[config.mk]
export PLATFORM = sky130hd
export DESIGN_NAME = nn_layer_sequencer
export DESIGN_NICKNAME = d
export VERILOG_FILES = /design/src/rtl/nn_pkg.sv /design/src/rtl/nn_argmax_tracker.sv /design/src/rtl/nn_layer_sequencer.sv
export SDC_FILE = /design/constraint.sdc
export NUM_CORES = 1
export LEC_CHECK = 0
export CAP_MARGIN = 20
export CORE_MARGIN = 1.5
export CORE_UTILIZATION = 47
export DETAILED_ROUTE_END_ITERATION = 10
export PLACE_DENSITY = 0.81
export SLEW_MARGIN = 40
export SYNTH_ARGS = -nofsm -noshare
export SYNTH_HDL_FRONTEND = slang
export SYNTH_SLANG_ARGS = --single-unit
[constraint.sdc]
create_clock -name clk -period 2.4 [get_ports clk]
set_input_delay 0.24 -clock clk [delete_from_list [all_inputs] [get_ports clk]]
set_output_delay 0.24 -clock clk [all_outputs]
set_load 0.02 [all_outputs]
[src/rtl/nn_pkg.sv]
// Shared constants, helpers and state encoding for the MNIST layer sequencer.
package nn_pkg;

   localparam int N_IN_DEF  = 784;
   localparam int N_HID_DEF = 64;
   localparam int N_OUT_DEF = 10;
   localparam int ACC_W_DEF = 32;
   localparam int ACT_W_DEF = 8;
   localparam int SHIFT_DEF = 8;

   // Address width for a memory of n words, never narrower than one bit.
   function automatic int addr_w(input int n);
      return (n <= 2) ? 1 : $clog2(n);
   endfunction

   localparam int W_AW_DEF  = addr_w(N_IN_DEF * N_HID_DEF + N_HID_DEF * N_OUT_DEF);
   localparam int X_AW_DEF  = addr_w(N_IN_DEF);
   localparam int H_AW_DEF  = addr_w(N_HID_DEF);
   localparam int L2_W_BASE = N_IN_DEF * N_HID_DEF;

   typedef enum logic [2:0] {
      S_IDLE,
      S_L1_RUN,
      S_L1_DRAIN,
      S_L1_WB,
      S_L2_RUN,
      S_L2_DRAIN,
      S_L2_CMP,
      S_DONE
   } state_t;

endpackage

[src/rtl/nn_argmax_tracker.sv]
// Running argmax register: first candidate loads unconditionally, later ones
// replace it only when strictly greater (signed), so ties keep the lower index.
module nn_argmax_tracker #(
   parameter int VAL_W = 32,
   parameter int IDX_W = 4
) (
   input  logic             clk,
   input  logic             reset,
   input  logic             en,
   input  logic             first,
   input  logic [VAL_W-1:0] value,
   input  logic [IDX_W-1:0] idx,
   output logic [IDX_W-1:0] best_idx,
   output logic [IDX_W-1:0] idx_nxt
);

   logic [VAL_W-1:0] best;
   logic             take;

   assign take    = en && (first || ($signed(value) > $signed(best)));
   assign idx_nxt = take ? idx : best_idx;

   always_ff @(posedge clk or negedge reset) begin
      if (!reset) begin
         best     <= '0;
         best_idx <= '0;
      end else if (take) begin
         best     <= value;
         best_idx <= idx;
      end
   end

endmodule

[src/rtl/nn_layer_sequencer.sv]
// Two-layer inference sequencer driving a shared MAC: address generation,
// MAC control, ReLU/requantised hidden write-back and running argmax.
module nn_layer_sequencer
   import nn_pkg::*;
#(
   parameter int N_IN  = N_IN_DEF,
   parameter int N_HID = N_HID_DEF,
   parameter int N_OUT = N_OUT_DEF,
   parameter int ACC_W = ACC_W_DEF,
   parameter int ACT_W = ACT_W_DEF,
   parameter int SHIFT = SHIFT_DEF,
   localparam int W_AW = addr_w(N_IN * N_HID + N_HID * N_OUT),
   localparam int X_AW = addr_w(N_IN),
   localparam int H_AW = addr_w(N_HID)
) (
   input  logic             clk,
   input  logic             reset,
   input  logic             start,
   output logic             busy,
   output logic             valid_out,
   output logic [3:0]       digit_out,
   output logic [W_AW-1:0]  w_addr,
   output logic             w_rd_en,
   output logic [X_AW-1:0]  x_addr,
   output logic             x_rd_en,
   output logic [H_AW-1:0]  h_rd_addr,
   output logic             h_rd_en,
   output logic             mac_sel,
   output logic             mac_clr,
   output logic             mac_en,
   input  logic [ACC_W-1:0] mac_acc,
   output logic             h_wr_en,
   output logic [H_AW-1:0]  h_wr_addr,
   output logic [ACT_W-1:0] h_wr_data
);

   localparam int KW = addr_w((N_IN > N_HID) ? N_IN : N_HID);
   localparam int NW = addr_w((N_HID > N_OUT) ? N_HID : N_OUT);
   localparam logic [ACC_W-1:0] ACT_MAX = ACC_W'((64'd1 << ACT_W) - 64'd1);

   state_t           state, state_nxt;
   logic [KW-1:0]    k;
   logic [NW-1:0]    n;
   logic [W_AW-1:0]  w_cnt;
   logic             rd_d;
   logic             run, k_last;
   logic [3:0]       idx_nxt;
   logic [3:0]       best_idx;
   logic [ACC_W-1:0] acc_shr;

   assign run    = (state == S_L1_RUN) || (state == S_L2_RUN);
   assign k_last = (state == S_L1_RUN) ? (k == KW'(N_IN - 1)) : (k == KW'(N_HID - 1));

   always_ff @(posedge clk or negedge reset) begin
      if (!reset) state <= S_IDLE;
      else        state <= state_nxt;
   end

   always_comb begin
      state_nxt = state;
      case (state)
         S_IDLE:     if (start) state_nxt = S_L1_RUN;
         S_L1_RUN:   if (k_last) state_nxt = S_L1_DRAIN;
         S_L1_DRAIN: state_nxt = S_L1_WB;
         S_L1_WB:    state_nxt = (n == NW'(N_HID - 1)) ? S_L2_RUN : S_L1_RUN;
         S_L2_RUN:   if (k_last) state_nxt = S_L2_DRAIN;
         S_L2_DRAIN: state_nxt = S_L2_CMP;
         S_L2_CMP:   state_nxt = (n == NW'(N_OUT - 1)) ? S_DONE : S_L2_RUN;
         S_DONE:     state_nxt = S_IDLE;
         default:    state_nxt = S_IDLE;
      endcase
   end

   // w_cnt is never rewound between neurons or layers: the weight ROM is laid
   // out contiguously, L2 weights starting right after the last L1 weight.
   always_ff @(posedge clk or negedge reset) begin
      if (!reset) begin
         k         <= '0;
         n         <= '0;
         w_cnt     <= '0;
         rd_d      <= 1'b0;
         digit_out <= '0;
      end else begin
         rd_d <= w_rd_en;
         case (state)
            S_IDLE: if (start) begin
               k     <= '0;
               n     <= '0;
               w_cnt <= '0;
            end
            S_L1_RUN, S_L2_RUN: begin
               w_cnt <= w_cnt + W_AW'(1);
               k     <= k_last ? '0 : k + KW'(1);
            end
            S_L1_WB:  n <= (n == NW'(N_HID - 1)) ? '0 : n + NW'(1);
            S_L2_CMP: begin
               n <= n + NW'(1);
               if (n == NW'(N_OUT - 1)) digit_out <= idx_nxt;
            end
            default: ;
         endcase
      end
   end

   nn_argmax_tracker #(.VAL_W(ACC_W), .IDX_W(4)) u_argmax (
      .clk      (clk),
      .reset    (reset),
      .en       (state == S_L2_CMP),
      .first    (n == '0),
      .value    (mac_acc),
      .idx      (4'(n)),
      .best_idx (best_idx),
      .idx_nxt  (idx_nxt)
   );

   assign busy      = (state != S_IDLE);
   assign valid_out = (state == S_DONE);
   assign w_rd_en   = run;
   assign w_addr    = w_cnt;
   assign x_rd_en   = (state == S_L1_RUN);
   assign h_rd_en   = (state == S_L2_RUN);
   assign x_addr    = x_rd_en ? k[X_AW-1:0] : '0;
   assign h_rd_addr = h_rd_en ? k[H_AW-1:0] : '0;
   assign mac_en    = rd_d;
   assign mac_sel   = (state == S_L2_RUN) || (state == S_L2_DRAIN) || (state == S_L2_CMP);
   assign mac_clr   = (state == S_IDLE) || (state == S_L1_WB) || (state == S_L2_CMP);
   assign h_wr_en   = (state == S_L1_WB);
   assign h_wr_addr = h_wr_en ? n[H_AW-1:0] : '0;

   assign acc_shr = ACC_W'($signed(mac_acc) >>> SHIFT);

   // ReLU then saturate to the unsigned activation range.
   always_comb begin
      h_wr_data = '0;
      if (h_wr_en && !mac_acc[ACC_W-1])
         h_wr_data = (acc_shr > ACT_MAX) ? ACT_MAX[ACT_W-1:0] : acc_shr[ACT_W-1:0];
   end

endmodule

## Word-level counts from Yosys, hierarchy flattened

Index checks and enable logic that the tools add are counted.
Widths: inputs -> output; s select.

| cells by class | value |
|---|---|
| add/sub/neg operators | 3 |
| magnitude comparators | 2 |
| equal/unequal tests | 14 |
| muxes and demuxes | 21 |
| reductions and logical operators | 19 |

Operator list:

| operator | number |
|---|---|
| $gt 32x32->1 | 1 |
| $gt 32x8->1 const B | 1 |
| $pmux 16 s2 | 1 |
| $mux 10 | 3 |
| $mux 6 | 4 |
| $pmux 3 s8 | 1 |
| $pmux 10 s2 | 1 |
| $pmux 6 s3 | 1 |
| $add 16x1->16 const B | 1 |
| $mux 16 | 1 |
| $mux 8 | 2 |
| $eq 3x3->1 const B | 4 |
| $mux 3 | 4 |
| $add 10x1->10 const B | 1 |
| $eq 10x10->1 const B | 1 |
| $eq 10x6->1 const B | 1 |
| $add 6x1->6 const B | 1 |
| $eq 3x2->1 const B | 2 |
| $eq 6x4->1 const B | 1 |
| $eq 6x6->1 const B | 1 |
| $logic_not 6->1 | 1 |
| $logic_or 1x1->1 | 6 |
| $reduce_and 2->1 | 3 |
| $reduce_bool 3->1 | 2 |
| 12 further kinds | 14 |

| storage, ports and cells | value |
|---|---|
| bits in registers | 76 |
| input bits | 35 |
| word-level logic and storage cells | 67 |

## Logic depth before layout (Yosys ltp)

| logic depth | value |
|---|---|
| word-level depth | 4 |
| gate-level depth with buffers | 11 |
| depth with buffers taken out | 10 |

## Modules after synthesis

Synthesis repeated with hierarchy kept, for this count alone.

| unflattened totals | value |
|---|---|
| cells, all modules | 461 |
| area total of the unflattened synthesis | 4765.8 µm² |

Modules (own cells, without submodules):

| module | instances | cells an instance | area an instance (µm²) | seq. area each (µm²) |
|---|---|---|---|---|
| nn_layer_sequencer | 1 | 266 | 2438.6 | 1001.0 |
| nn_argmax_tracker | 1 | 195 | 2327.2 | 900.9 |

## Worst setup path before layout

Ideal clock, no wire load.

| timing path | value |
|---|---|
| kind | reg-to-reg |
| start point | reg state[1] |
| end point | reg k[4] |
| arrival time | 2.384 ns |
| required time | 2.275 ns |
| setup slack | -0.109 ns |
| cell stages (with the launch flop) | 11 |
| buffers on the path | 2 |
| cell sequence | dfrtp_1 buf_2 nor2_1 and2_1 ha_1 nor4_1 nand3_1 o21ai_1 and2_0 clkbuf_1 nor2_1 |

| between the ends | value |
|---|---|
| longest elaborated chain between the ends | 4 |

Ends and longest elaborated chain:

| item | RTL line | text |
|---|---|---|
| start, declared | nn_layer_sequencer.sv:41 | `state_t state, state_nxt;` |
| start signal, assigned | nn_layer_sequencer.sv:56 | `else state <= state_nxt;` |
| $eq 3x1->1 * | n/a |  |
| net x_rd_en | nn_layer_sequencer.sv:25 | `output logic x_rd_en,` |
| $mux 1 or $reduce_or 2->1 (tied branches) | nn_layer_sequencer.sv:52, nn_layer_sequencer.sv:85 |  |
| $mux 10 or $reduce_bool 2->1 (tied branches) | n/a |  |
| $pmux 10 s2 or $reduce_and 2->1 (tied branches) | n/a |  |
| end signal, assigned | nn_layer_sequencer.sv:93 | `k <= k_last ? '0 : k + KW'(1);` |
| end, declared | nn_layer_sequencer.sv:42 | `logic [KW-1:0] k;` |

Mark *: on every way through the listed nets, which the timed path passes. The rest lies on a longest branch.
A chain may end at the register's enable or synchronous reset.

## Final worst setup path

| timing path | value |
|---|---|
| start point | reg u_argmax.best[14] |
| end point | reg u_argmax.best[9] |

| between the ends | value |
|---|---|
| longest elaborated chain between the ends | 3 |

Ends and longest elaborated chain:

| item | RTL line | text |
|---|---|---|
| start, declared | nn_argmax_tracker.sv:17 | `logic [VAL_W-1:0] best;` |
| start signal, assigned | nn_argmax_tracker.sv:28 | `best <= value;` |
| $gt 32x32->1 | nn_argmax_tracker.sv:20 | `assign take = en && (first \|\| ($signed(value) > $signed(best)));` |
| $logic_or 1x1->1 | nn_argmax_tracker.sv:20 |  |
| $logic_and 1x1->1 | nn_argmax_tracker.sv:20 |  |

Every way passes these cells.

==> implementation parameters <==
Parameter                              Value

Placement
  Post-DP HPWL    just over 8000 um
  Total of buffers placed on input and output ports    93
  RD Place Congestion    0.841

Layout
  Inserted Diodes    0
  Most common cell after layout, fill and taps aside    clkdlybuf4s50_1
  Commonest non-fill, non-tap cells in the layout    clkdlybuf4s50_1, dfrtp_1, buf_4
  Syn-to-layout area delta    46.4%
  Ratio of cells with drive above 1 in the final layout    0.250
  Final net count    690
  Number of inserted filler cells in the final layout    between 600 and 700

Clock tree
  CTS tree    yes
  Clock-pin transition on the worst setup and hold timing paths    about 90 ps
  Number of sinks on the clock net    76
  CTS buffer count    9
  CTS Root Cell    clkbuf_8
  H-tree depth    3
  Number of buffers on the longest clock path    2
  Clock latency at the later pin of the worst-skew pair    roughly 360 ps

Logic synthesis
  Main flop type after synthesis    dfrtp_1
  EDFF count, synth    0
  Count of yosys warnings during synthesis    0
  Mapped cell area    around 0.0045 sq mm
  Number of distinct library cells after synthesis    between 40 and 50
  Sequential share of the synthesized area    0.421
  Synthesized area divided by synthesized cell count    between 9 and 10 sq um
  Post-Synthesis Cells    between 400 and 500
  Nets in the synthesized netlist    533
  Share of flip-flops with an asynchronous set or reset    1.00
  Register bit count reported by yosys    76

Power and ir drop
  VDD IR-drop max    approximately 0.49 mV
  Power density of the placed cells    between 600 and 700 mW/mm^2
  Leakage power of the design    3.24 nW
  Total power    roughly 4.3 mW

Die
  Number of primary I/O pins    between 90 and 100
  Die ar.    about 0.010 sq mm
  Area of the placeable core    approximately 0.0093 sq mm
  Number of core rows    35
  Effective utilization at floorplan    0.487
  Y dimension of the die    around 100 um
  DIE WIDTH    ~100 um

GRT
  Maximum number of pins on one net before global-route repair    77
  Vias in the first global route    4026
  Initial antenna violation count    0
  Wire length of the first global-routing pass    18700 um
  Total track usage    0.230
  Total grt overflow    0

Timing
  Slew at the pin with the worst max-slew slack    between 400 and 500 ps
  Part of the cycle the worst path needs    1.17
  Unrepaired setup endpoints after global routing    yes
  Fmax achieved    roughly 360 MHz
  Max Slew Vio Count    0
  Final period demand of the worst path    around 2800 ps
  Worst hold slack across all endpoints    between 200 and 300 ps
  Hold Vio Cnt, Final    0
  Final-report setup violation count    40
  Remaining max-slew budget at the tightest pin    0.685
  Final setup skew    approximately 18 ps
  Setup ws final    -407 ps

Routing
  Final Routed Wirelength    ~12000 um
  Antenna-violating nets left    0
  Initial detailed-routing violation count    between 100 and 150
  Remaining design rule violation count    0
  Routed wire per std cell    16.1 um
  Vias post-DR    between 3000 and 4000
  Routed via count divided by cell count    5.32
  Number of detailed-route iterations in the first pass    5

Setup path
  Critical path startpoint category    register
  Arrival @ worst endpoint    between 3000 and 4000 ps
  Critical path type    register to register
  Worst endpoint required time    2640 ps
  Max FO, Critical Path    6
  Crit. End Element    register
  Flop2flop setup slack    -410 ps

Worst hold path
  Path type of the worst min-delay path    input pin to register

Flow run
  Max Cap Viol    0

Status
  Run status    complete, but fails checks
  Violated checks    setup timing
## layer usage
layer  vias up  wire length, um  part of all wire  GRT usage
met5         -                0                 0          0
met4         0              240             0.020     0.0833
met3        21              354             0.029     0.0284
met2        91             6280              0.52      0.401
met1      1956             5200              0.43      0.293
li1       1913                -                 -          -
## registers in the layout, summed over array words and instances (netlist names)
| signal | count |
|---|---|
| digit_out | 4 |
| k | 10 |
| mac_en | 1 |
| n | 6 |
| state | 3 |
| u_argmax.best | 32 |
| u_argmax.best_idx | 4 |
| w_addr | 16 |
## final timing paths
path,start,endpoint,cells past startpoint
max reg2reg,u_argmax.best[14]$_DFFE_PN0P_,u_argmax.best[9]$_DFFE_PN0P_,12
min reg2reg,u_argmax.best[25]$_DFFE_PN0P_,u_argmax.best[25]$_DFFE_PN0P_,1
max,u_argmax.best[14]$_DFFE_PN0P_,u_argmax.best[9]$_DFFE_PN0P_,12
max in group asynchronous,reset,state[0]$_DFFE_PN0P_,3
min in group asynchronous,reset,u_argmax.best[25]$_DFFE_PN0P_,3
min,mac_acc[5],u_argmax.best[5]$_DFFE_PN0P_,2
## per-stage QoR
stage / instance area [sq um] / setup TNS [ps] / worst slack [ps] / instances / utilization
finish: 6620 / -14020 / -407 / 748 / 0.713
floorplan: 4530 / 0 / 5.46 / 457 / -
detailed placement: 5960 / -23470 / -590 / 720 / 0.642
global route: 6620 / -19250 / -541 / 748 / 0.713
global placement: 5960 / -21480 / -523 / 720 / 0.642
CTS: 6250 / -7530 / -231 / 739 / 0.673
## layout make-up
class / count / area [sq um] / share of cell area
clock buffers: 9 / 124 / 0.0187
flip-flops and latches: 76 / 1900 / 0.288
well taps: 129 / 161 / 0.0244
repair buffers: 157 / 1520 / 0.230
inverters: 40 / 150 / 0.0227
clock inverters: 7 / 70.1 / 0.0106
multi-input cells: 330 / 2690 / 0.406
## power breakdown
group / internal, mW / switching (mW) / total (mW)
Combinational: 0.797 / 0.947 / 1.74
Sequential: 1.41 / 0.158 / 1.57
Clock: 0.402 / 0.550 / 0.952
## logic make-up (layout without fill, tap and decap cells)
kind of cell,count (synthesis),in the layout,synth area share
DFF,76,76,0.421
buffers and inverters,51,213,0.0495
xor gates and xnor gates,20,20,0.0404
adders and majority gates,41,41,0.113
and+or+nand+nor,163,163,0.178
muxes,37,37,0.0972
AOI/OAI and AO/OA,69,69,0.101
## cell usage after synthesis, drive strengths merged, types with 5 or more instances
cell | number | area (sq um)
dfrtp | 76 | 1900
nor2 | 44 | 165
ha | 41 | 513
nand2 | 41 | 154
inv | 40 | 150
mux2 | 37 | 439
and3 | 19 | 119
o21ai | 19 | 106
a21oi | 18 | 90.1
nand3 | 12 | 60.1
nand4 | 12 | 75.1
xor2 | 11 | 96.3
and2 | 10 | 62.6
o21a | 9 | 67.6
xnor2 | 9 | 86.3
nor4 | 7 | 43.8
buf | 6 | 55.1
nor3 | 6 | 30.0
clkbuf | 5 | 18.8
## worst max-delay path, stage by stage, from the launching register on
cell	delay, ps
dfrtp_1	370
inv_1	60
ha_1	330
a21oi_1	180
nand2_1	80
a21oi_1	200
o211ai_1	140
a211oi_2	320
xnor2_2	160
o21ai_4	220
buf_12	170
clkbuf_16	160
mux2_4	300
## what timing repair did
action,in CTS,in global routing
buffers inserted,1,6
pin swaps,5,12
endpoints found under the hold margin,76,0
resized for setup,28,58
setup endpoints to repair,52,60
cloned,1,3
hold buffers,1,0
Power figures use the tool's default switching activity.
